==> src/rtl/bit_count_sequencer_pkg.sv <==
// Shared types and constants for the bit-statistics sequencer.
// Holds the FSM encoding, mode codes and digit sizing used by the top and the run trackers.
package bit_count_sequencer_pkg;

    typedef enum logic [1:0] {
        IDLE  = 2'd0,
        SHIFT = 2'd1,
        DONE  = 2'd2
    } state_t;

    localparam logic MODE_COUNT = 1'b0;
    localparam logic MODE_RUN   = 1'b1;

    localparam int DIGIT_W       = 4;
    localparam int DEFAULT_WIDTH = 6;

    // Bits needed to hold any count from 0 up to width inclusive.
    function automatic int count_w(input int width);
        return $clog2(width + 1);
    endfunction

endpackage

==> src/rtl/bit_count_sequencer_run_tracker.sv <==
// Tracks the current and longest run of ones on bit_in while en is high.
// max_run already includes the bit presented this cycle, so the owner can capture a final result on the same edge.
module run_tracker
    import bit_count_sequencer_pkg::*;
#(
    parameter int CNT_W = count_w(DEFAULT_WIDTH)
) (
    input  logic             clk,
    input  logic             rst,
    input  logic             clear,
    input  logic             en,
    input  logic             bit_in,
    output logic [CNT_W-1:0] max_run
);

    logic [CNT_W-1:0] cur_q;
    logic [CNT_W-1:0] max_q;
    logic [CNT_W-1:0] cur_nxt;
    logic [CNT_W-1:0] max_nxt;

    always_comb begin
        cur_nxt = '0;
        if (bit_in) begin
            cur_nxt = cur_q + CNT_W'(1);
        end
        max_nxt = (cur_nxt > max_q) ? cur_nxt : max_q;
    end

    assign max_run = en ? max_nxt : max_q;

    always_ff @(posedge clk) begin
        if (rst || clear) begin
            cur_q <= '0;
            max_q <= '0;
        end else if (en) begin
            cur_q <= cur_nxt;
            max_q <= max_nxt;
        end
    end

endmodule

==> src/rtl/bit_count_sequencer.sv <==
// Multi-cycle bit statistics of an operand, shown on six display digits.
// Start/busy/done handshake; digits only change on the cycle done is high.
//
//   state | meaning
//   IDLE  | waiting for start; digits hold the previous result
//   SHIFT | one operand bit per cycle, LSB first, busy high
//   DONE  | digits freshly loaded, done high for this single cycle
module bit_count_sequencer
    import bit_count_sequencer_pkg::*;
#(
    parameter int WIDTH = DEFAULT_WIDTH
) (
    input  logic               clk,
    input  logic               rst,
    input  logic               start,
    input  logic [WIDTH-1:0]   operandX,
    input  logic               mode,
    output logic               busy,
    output logic               done,
    output logic [DIGIT_W-1:0] d1,
    output logic [DIGIT_W-1:0] d2,
    output logic [DIGIT_W-1:0] d3,
    output logic [DIGIT_W-1:0] d4,
    output logic [DIGIT_W-1:0] d5,
    output logic [DIGIT_W-1:0] d6
);

    localparam int CNT_W = count_w(WIDTH);
    localparam logic [CNT_W-1:0] LAST_IDX = CNT_W'(WIDTH - 1);

    state_t           state_q;
    logic [WIDTH-1:0] shift_q;
    logic             mode_q;
    logic [CNT_W-1:0] bit_cnt_q;
    logic [CNT_W-1:0] ones_q;
    logic [CNT_W-1:0] zeros_q;
    logic [CNT_W-1:0] ones_nxt;
    logic [CNT_W-1:0] zeros_nxt;
    logic [CNT_W-1:0] ones_run;
    logic [CNT_W-1:0] zeros_run;
    logic             lsb;
    logic             lsb_zero;
    logic             clear;
    logic             en;

    assign lsb       = shift_q[0];
    assign lsb_zero  = ~shift_q[0];
    assign clear     = (state_q == IDLE) && start;
    assign en        = (state_q == SHIFT);
    assign ones_nxt  = ones_q + CNT_W'(lsb);
    assign zeros_nxt = zeros_q + CNT_W'(lsb_zero);

    run_tracker #(.CNT_W(CNT_W)) u_ones_run (
        .clk     (clk),
        .rst     (rst),
        .clear   (clear),
        .en      (en),
        .bit_in  (lsb),
        .max_run (ones_run)
    );

    run_tracker #(.CNT_W(CNT_W)) u_zeros_run (
        .clk     (clk),
        .rst     (rst),
        .clear   (clear),
        .en      (en),
        .bit_in  (lsb_zero),
        .max_run (zeros_run)
    );

    assign d1 = '0;
    assign d2 = '0;
    assign d4 = '0;
    assign d5 = '0;

    always_ff @(posedge clk) begin
        if (rst) begin
            state_q   <= IDLE;
            shift_q   <= '0;
            mode_q    <= MODE_COUNT;
            bit_cnt_q <= '0;
            ones_q    <= '0;
            zeros_q   <= '0;
            busy      <= 1'b0;
            done      <= 1'b0;
            d3        <= '0;
            d6        <= '0;
        end else begin
            case (state_q)
                IDLE: begin
                    done <= 1'b0;
                    if (start) begin
                        shift_q   <= operandX;
                        mode_q    <= mode;
                        bit_cnt_q <= LAST_IDX;
                        ones_q    <= '0;
                        zeros_q   <= '0;
                        busy      <= 1'b1;
                        state_q   <= SHIFT;
                    end
                end
                SHIFT: begin
                    shift_q <= shift_q >> 1;
                    ones_q  <= ones_nxt;
                    zeros_q <= zeros_nxt;
                    if (bit_cnt_q == '0) begin
                        // Last bit: load digits from the totals that include it.
                        if (mode_q == MODE_RUN) begin
                            d3 <= DIGIT_W'(ones_run);
                            d6 <= DIGIT_W'(zeros_run);
                        end else begin
                            d3 <= DIGIT_W'(ones_nxt);
                            d6 <= DIGIT_W'(zeros_nxt);
                        end
                        busy    <= 1'b0;
                        done    <= 1'b1;
                        state_q <= DONE;
                    end else begin
                        bit_cnt_q <= bit_cnt_q - CNT_W'(1);
                    end
                end
                DONE: begin
                    done    <= 1'b0;
                    state_q <= IDLE;
                end
                default: begin
                    busy    <= 1'b0;
                    done    <= 1'b0;
                    state_q <= IDLE;
                end
            endcase
        end
    end

endmodule
==> config.mk <==
export PLATFORM = sky130hd
export DESIGN_NAME = bit_count_sequencer
export DESIGN_NICKNAME = d
export VERILOG_FILES = /design/src/rtl/bit_count_sequencer_pkg.sv /design/src/rtl/bit_count_sequencer_run_tracker.sv /design/src/rtl/bit_count_sequencer.sv
export SDC_FILE = /design/constraint.sdc
export NUM_CORES = 1
export LEC_CHECK = 0
export ABC_AREA = 1
export CAP_MARGIN = 0
export CORE_ASPECT_RATIO = 1.5
export CORE_MARGIN = 4
export CORE_UTILIZATION = 50
export CTS_BUF_LIST = sky130_fd_sc_hd__clkbuf_16
export DETAILED_ROUTE_END_ITERATION = 12
export GPL_TIMING_DRIVEN = 0
export HOLD_SLACK_MARGIN = 0.06
export PLACE_DENSITY = 0.81
export SLEW_MARGIN = 20
export SYNTH_ARGS = -nofsm -noshare
export SYNTH_HDL_FRONTEND = slang
export SYNTH_SLANG_ARGS = --single-unit
==> constraint.sdc <==
create_clock -name clk -period 2.24 [get_ports clk]
set_clock_uncertainty 0.1 [all_clocks]
set_input_delay 0.672 -clock clk [delete_from_list [all_inputs] [get_ports clk]]
set_output_delay 0.672 -clock clk [all_outputs]
set_load 0.02 [all_outputs]
== Word-level counts from Yosys, hierarchy flattened ==
Index checks and enable logic that the tools add are counted.

* Register bits after elaboration: 40
* Word-level logic and storage cells: 61

* $add $sub $neg: 5
* Magnitude comparators: 2
* Equality and inequality tests: 5
* Muxes and demuxes: 20
* Bitwise operators: 3
* Reduce and logical (&&, ||, !) cells: 12

{| class="wikitable"
|+ Operators by type and width
! operator !! count
|-
| $mux W3 || 9
|-
| $pmux W3 S2 || 3
|-
| $pmux W6 S2 || 1
|-
| $reduce_and A2 Y1 || 4
|-
| $add A3 B1 Y3 || 2
|-
| $add A3 B1 Y3 const B || 2
|-
| $gt A3 B3 Y1 || 2
|-
| $mux W6 || 1
|-
| $reduce_and A3 Y1 || 2
|-
| $mux W2 || 2
|-
| $ne A2 B2 Y1 const B || 2
|-
| $pmux W2 S2 || 1
|-
| $logic_not A3 Y1 || 1
|-
| $not A1 Y1 || 3
|-
| $pmux W1 S3 || 1
|-
| $sub A3 B1 Y3 const B || 1
|-
| $eq A2 B1 Y1 const B || 1
|-
| $eq A2 B2 Y1 const B || 1
|-
| $logic_not A2 Y1 || 1
|-
| $mux W1 || 2
|-
| $ne A2 B1 Y1 const B || 1
|-
| $reduce_bool A2 Y1 || 1
|-
| $reduce_or A2 Y1 || 1
|-
| $logic_and A1 B1 Y1 || 1
|-
| $logic_or A1 B1 Y1 || 1
|}

== Depth between registers and ports, before layout ==
Gate-level depths: netlist of the first run.

* Word-level depth: 5
* Mapped depth: 14
* Gate-level depth less buffers: 14

== Cells and area by module ==
A second synthesis of the first run with hierarchy kept.

* Cell total of the unflattened synthesis: 308
* Area total of the unflattened synthesis: 2110.8 um^2

{| class="wikitable"
|+ By module, submodules not included
! module !! instances !! cells an instance !! area an instance (um^2)
|-
| bit_count_sequencer || 1 || 200 || 1390.1
|-
| run_tracker || 2 || 54 || 360.3
|}

== Worst setup path before layout of the first run ==
No wires, ideal clock.

* Path type: reg2reg
* From: reg u_ones_run.cur_q[0]
* To: reg u_ones_run.max_q[0]
* Library setup time: 0.109 ns
* Arrival: 1.587 ns
* Path slack: 0.444 ns
* Stages on the path, launching flop included: 15
* Buffers on the path: 0
* Period minus slack after synthesis: 1.796 ns
* Path through: dfxtp_1 -> ha_1 -> inv_1 -> nand2_1 -> nand3_1 -> inv_1 -> ha_1 -> a21oi_1 -> nand2_1 -> nand2_1 -> nand2_1 -> nand2_1 -> nand2_1 -> nand2_1 -> inv_1

* Longest elaborated chain between the ends: 4

{| class="wikitable"
|+ Ends and longest elaborated chain
! element !! line !! RTL
|-
| start, declared || bit_count_sequencer_run_tracker.sv:16 || <nowiki>logic [CNT_W-1:0] cur_q;</nowiki>
|-
| start signal, assigned || bit_count_sequencer_run_tracker.sv:36 || <nowiki>cur_q <= cur_nxt;</nowiki>
|-
| $add A3 B1 Y3 || bit_count_sequencer_run_tracker.sv:24 || <nowiki>cur_nxt = cur_q + CNT_W'(1);</nowiki>
|-
| $mux W3 || bit_count_sequencer_run_tracker.sv:23 || <nowiki>if (bit_in) begin</nowiki>
|-
| net u_ones_run.cur_nxt[2] || bit_count_sequencer_run_tracker.sv:18 || <nowiki>logic [CNT_W-1:0] cur_nxt;</nowiki>
|-
| $gt A3 B3 Y1 || bit_count_sequencer_run_tracker.sv:26 || <nowiki>max_nxt = (cur_nxt > max_q) ? cur_nxt : max_q;</nowiki>
|-
| $mux W3 || bit_count_sequencer_run_tracker.sv:26 ||
|-
| end signal, assigned || bit_count_sequencer_run_tracker.sv:37 || <nowiki>max_q <= max_nxt;</nowiki>
|-
| end, declared || bit_count_sequencer_run_tracker.sv:17 || <nowiki>logic [CNT_W-1:0] max_q;</nowiki>
|}

The timed path passes the listed nets, and every way through them passes these cells.
A chain may end at the register's enable or synchronous reset.

== Final worst setup path of the first run ==
* From: reg d6[1]
* To: out d6[1]

{| class="wikitable"
|+ RTL lines
! element !! line !! RTL
|-
| start, declared || bit_count_sequencer.sv:25 || <nowiki>output logic [DIGIT_W-1:0] d6</nowiki>
|-
| start signal, assigned || bit_count_sequencer.sv:110 || <nowiki>d6 <= DIGIT_W'(zeros_run);</nowiki>
|-
| start signal, assigned || bit_count_sequencer.sv:113 || <nowiki>d6 <= DIGIT_W'(zeros_nxt);</nowiki>
|}

No word-level cell between the ends.

==> flow_summary.json, run 1 <==
{
  "diodes": 0,
  "synth-seq-area-share": 0.359,
  "vias_per_cell": 4.90,
  "globalplace.congestion": 0.891,
  "grt_pass1_wl_mm": 7.45,
  "cts_sinks": 38,
  "grt.total_usage": 0.185,
  "cts_tree": "done",
  "grt_overflow": 0,
  "power.total_mw": 2.06,
  "netlist.top_cell.by_area": "dfxtp_1",
  "cts_root_buffer": "clkbuf_16",
  "fin_ws_ns": 0.232,
  "core_area_um2": 4030,
  "synth_cell_types": 25,
  "crit_path_start_kind": "flop",
  "nets": 352,
  "wl_mm": 4.33,
  "crit_buf_inv": 1,
  "die_h_um": 87.7,
  "multi_input_area_um2": 1050,
  "p_per_area_nw_per_um2": 811,
  "crit_family": "buffers and inverters",
  "ys_top_cells_by_area": "dfxtp_1, nand2_1, ha_1",
  "netlist.area_leader.share": 0.359,
  "cap_violations": 0,
  "critPathMaxStageDelay_ns": 0.61,
  "yosys_register_bits": 38,
  "maxSlewHeadroom": 0.649,
  "syn_area_per_cell_um2": 7.38,
  "rows": 28,
  "cts_hold_buffers": 0,
  "peakVddDrop_mv": 0.665,
  "hold_class": "flop to flop",
  "area_growth_syn_to_layout_pct": 19.8,
  "htreeDepth": 2,
  "arrival_ns": 1.24,
  "slowest_stage": "clkdlybuf4s50_1",
  "drt_iter0_drc": 58,
  "netlist_area_um2": 2120,
  "final_cell_mix": "nand2_1, inv_1, dfxtp_1, a21oi_1, nand3_1",
  "clk_pin_slew_ns": 0.06,
  "num-fill-cells": 380,
  "hold_viol_final": 0,
  "antenna_found_initial": 0,
  "cp_max_fo": 2,
  "cp-end-kind": "primary output",
  "synth_warnings": 0,
  "drcViolationCount": 0,
  "p_leak_nw": 1.26,
  "die-area_um2": 5360,
  "max_freq_mhz": 498,
  "num_io_pins": 36,
  "synthCells": 287,
  "drive_gt1_frac": 0.135,
  "wire_per_inst_um": 11.6,
  "critPathRequiredTime_ns": 1.47,
  "worstSkewPairLatency_ns": 0.28,
  "fin_crit_sh": 0.897,
  "setup_tns_ns": 0,
  "die_x_um": 61.1,
  "tightest_slew_ns": 0.526,
  "io_buffers": 17,
  "final_common_cell": "nand2_1",
  "cts_buffer_depth": 2,
  "initial_core_util": 0.525,
  "dpl_worst_slack_ns": 0.131,
  "first_pass_iters": 4,
  "path_class": "flop to primary output",
  "numCtsBuffers": 5,
  "dp_hpwl_mm": 3.14,
  "status": "finished clean",
  "grt_pass1_vias": 1716,
  "setup_violations": 0,
  "cp_cell_sequence": "clkdlybuf4s50_1",
  "grt_max_degree": 11,
  "register_area_um2": 761,
  "drtAntennaViolNets": 0,
  "drv_slew": 0,
  "post-cts-setup-buffers": 0,
  "layout_min_cycle_time_ns": 2.01,
  "vias": 1822,
  "cts_resized": 0,
  "grt_setup_unrepaired": "no"
}
-- power by group --
part           switching, mW  leakage (nW)  total [mW]  internal [mW]
registers             0.0382         0.311       0.781          0.743
logic                  0.386         0.883       0.620          0.234
clock network          0.259        0.0632       0.655          0.396
-- registers in the layout, summed over array words and instances (netlist names) --
register,flops
u_zeros_run.max_q,3
d3,3
zeros_q,3
busy,1
u_zeros_run.cur_q,3
ones_q,3
bit_cnt_q,3
mode_q,1
u_ones_run.max_q,3
u_ones_run.cur_q,3
shift_q,6
done,1
d6,3
state_q,2
-- cells by family (layout without fill, tap and decap cells) --
group	after synthesis	after routing	synth area share
flops	38	38	0.359
other cells	1	18	0.00177
xor+xnor	3	3	0.0124
fa+ha+maj	14	14	0.0827
buf+inv	69	92	0.173
simple gates	98	98	0.204
compound gates	64	64	0.167
-- layout make-up --
class                      instances  area share
inverter                          43      0.0666
sequential                        38       0.300
multi-input combinational        197       0.416
clock inverter                     1     0.00148
clock buffer                       5      0.0493
tap                               45      0.0222
timing repair buffer              17      0.0671
buffer                            26      0.0775
-- metal layers --
layer,wire (µm),track usage,vias up,part of all wire
met4,134,0.101,0,0.031
met1,1770,0.212,801,0.41
met2,2220,0.306,43,0.51
met5,0,0,-,0
li1,-,-,967,-
met3,208,0.0428,11,0.048
-- path summary, 6_finish.rpt --
path	start	to	slack, ns	depth (start not counted)
worst max register to register	shift_q[0]$_SDFFE_PP0P_	u_zeros_run.max_q[2]$_SDFFE_PP0P_	0.23	12
worst min register to register	shift_q[3]$_SDFFE_PP0P_	shift_q[3]$_SDFFE_PP0P_	0.35	2
worst max-delay path	d6[1]$_SDFFE_PP0P_	d6[1]	0.23	1
worst min-delay path	shift_q[3]$_SDFFE_PP0P_	shift_q[3]$_SDFFE_PP0P_	0.35	2
-- through the flow --
| step | hold slack [ns] | std cells | area (µm²) | util |
|---|---|---|---|---|
| floorplan | 0.325 | 304 | 2180 | - |
| global placement | 0.338 | 366 | 2410 | 0.598 |
| detailed placement | 0.342 | 366 | 2410 | 0.598 |
| CTS | 0.350 | 372 | 2540 | 0.630 |
| global route | 0.379 | 372 | 2540 | 0.630 |
| finish | 0.349 | 372 | 2540 | 0.630 |
-- cell usage after synthesis --
cell type	n
buf_6	1
conb_1	1
o21ai_0	20
buf_2	3
clkbuf_1	2
ha_1	14
a22oi_1	2
buf_4	19
nor2_8	1
nor2_1	10
a31oi_1	1
a21oi_1	33
a21oi_2	3
nand2_2	6
inv_4	1
nand2_1	59
o21ai_1	3
nor2_4	1
buf_12	1
a22oi_2	2
nand3_1	21
dfxtp_1	38
xor2_1	3
inv_1	41
inv_6	1
Power figures use the tool's default switching activity.
==> run 2, diff against run 1 <==
==> constraint.sdc (replaced) <==
create_clock -name clk -period 2.24 [get_ports clk]
set_clock_uncertainty 0.1 [all_clocks]
set_input_delay 0.672 -clock clk [delete_from_list [all_inputs] [get_ports clk]]
set_output_delay 0.672 -clock clk [all_outputs]
set_load 0.005 [all_outputs]
==> results of run 2 <==
Same layout as run 1 (identical final DEF). Status: finished clean.
Among the figures that moved: setup slack after layout 0.232 ns -> 0.233 ns; start point of the critical path d6[1]$_SDFFE_PP0P_ -> shift_q[0]$_SDFFE_PP0P_; end point of the critical path d6[1] -> u_zeros_run.max_q[2]$_SDFFE_PP0P_; total power 2.06 mW -> 2.02 mW; worst IR drop on VDD 0.665 mV -> 0.664 mV
==> run 3, diff against run 2 <==
==> constraint.sdc (replaced) <==
create_clock -name clk -period 2.25 [get_ports clk]
set_clock_uncertainty 0.1 [all_clocks]
set_input_delay 0.675 -clock clk [delete_from_list [all_inputs] [get_ports clk]]
set_output_delay 0.675 -clock clk [all_outputs]
set_load 0.005 [all_outputs]
==> results of run 3 <==
Same layout as run 1 (identical final DEF). Status: finished clean.
Among the figures that moved: setup slack after placement 0.131 ns -> 0.138 ns; setup slack after layout 0.232 ns -> 0.243 ns; start point of the critical path d6[1]$_SDFFE_PP0P_ -> shift_q[0]$_SDFFE_PP0P_; end point of the critical path d6[1] -> u_zeros_run.max_q[2]$_SDFFE_PP0P_; register-to-register setup slack 0.23 ns -> 0.24 ns; total power 2.06 mW -> 2.01 mW; worst IR drop on VDD 0.665 mV -> 0.661 mV
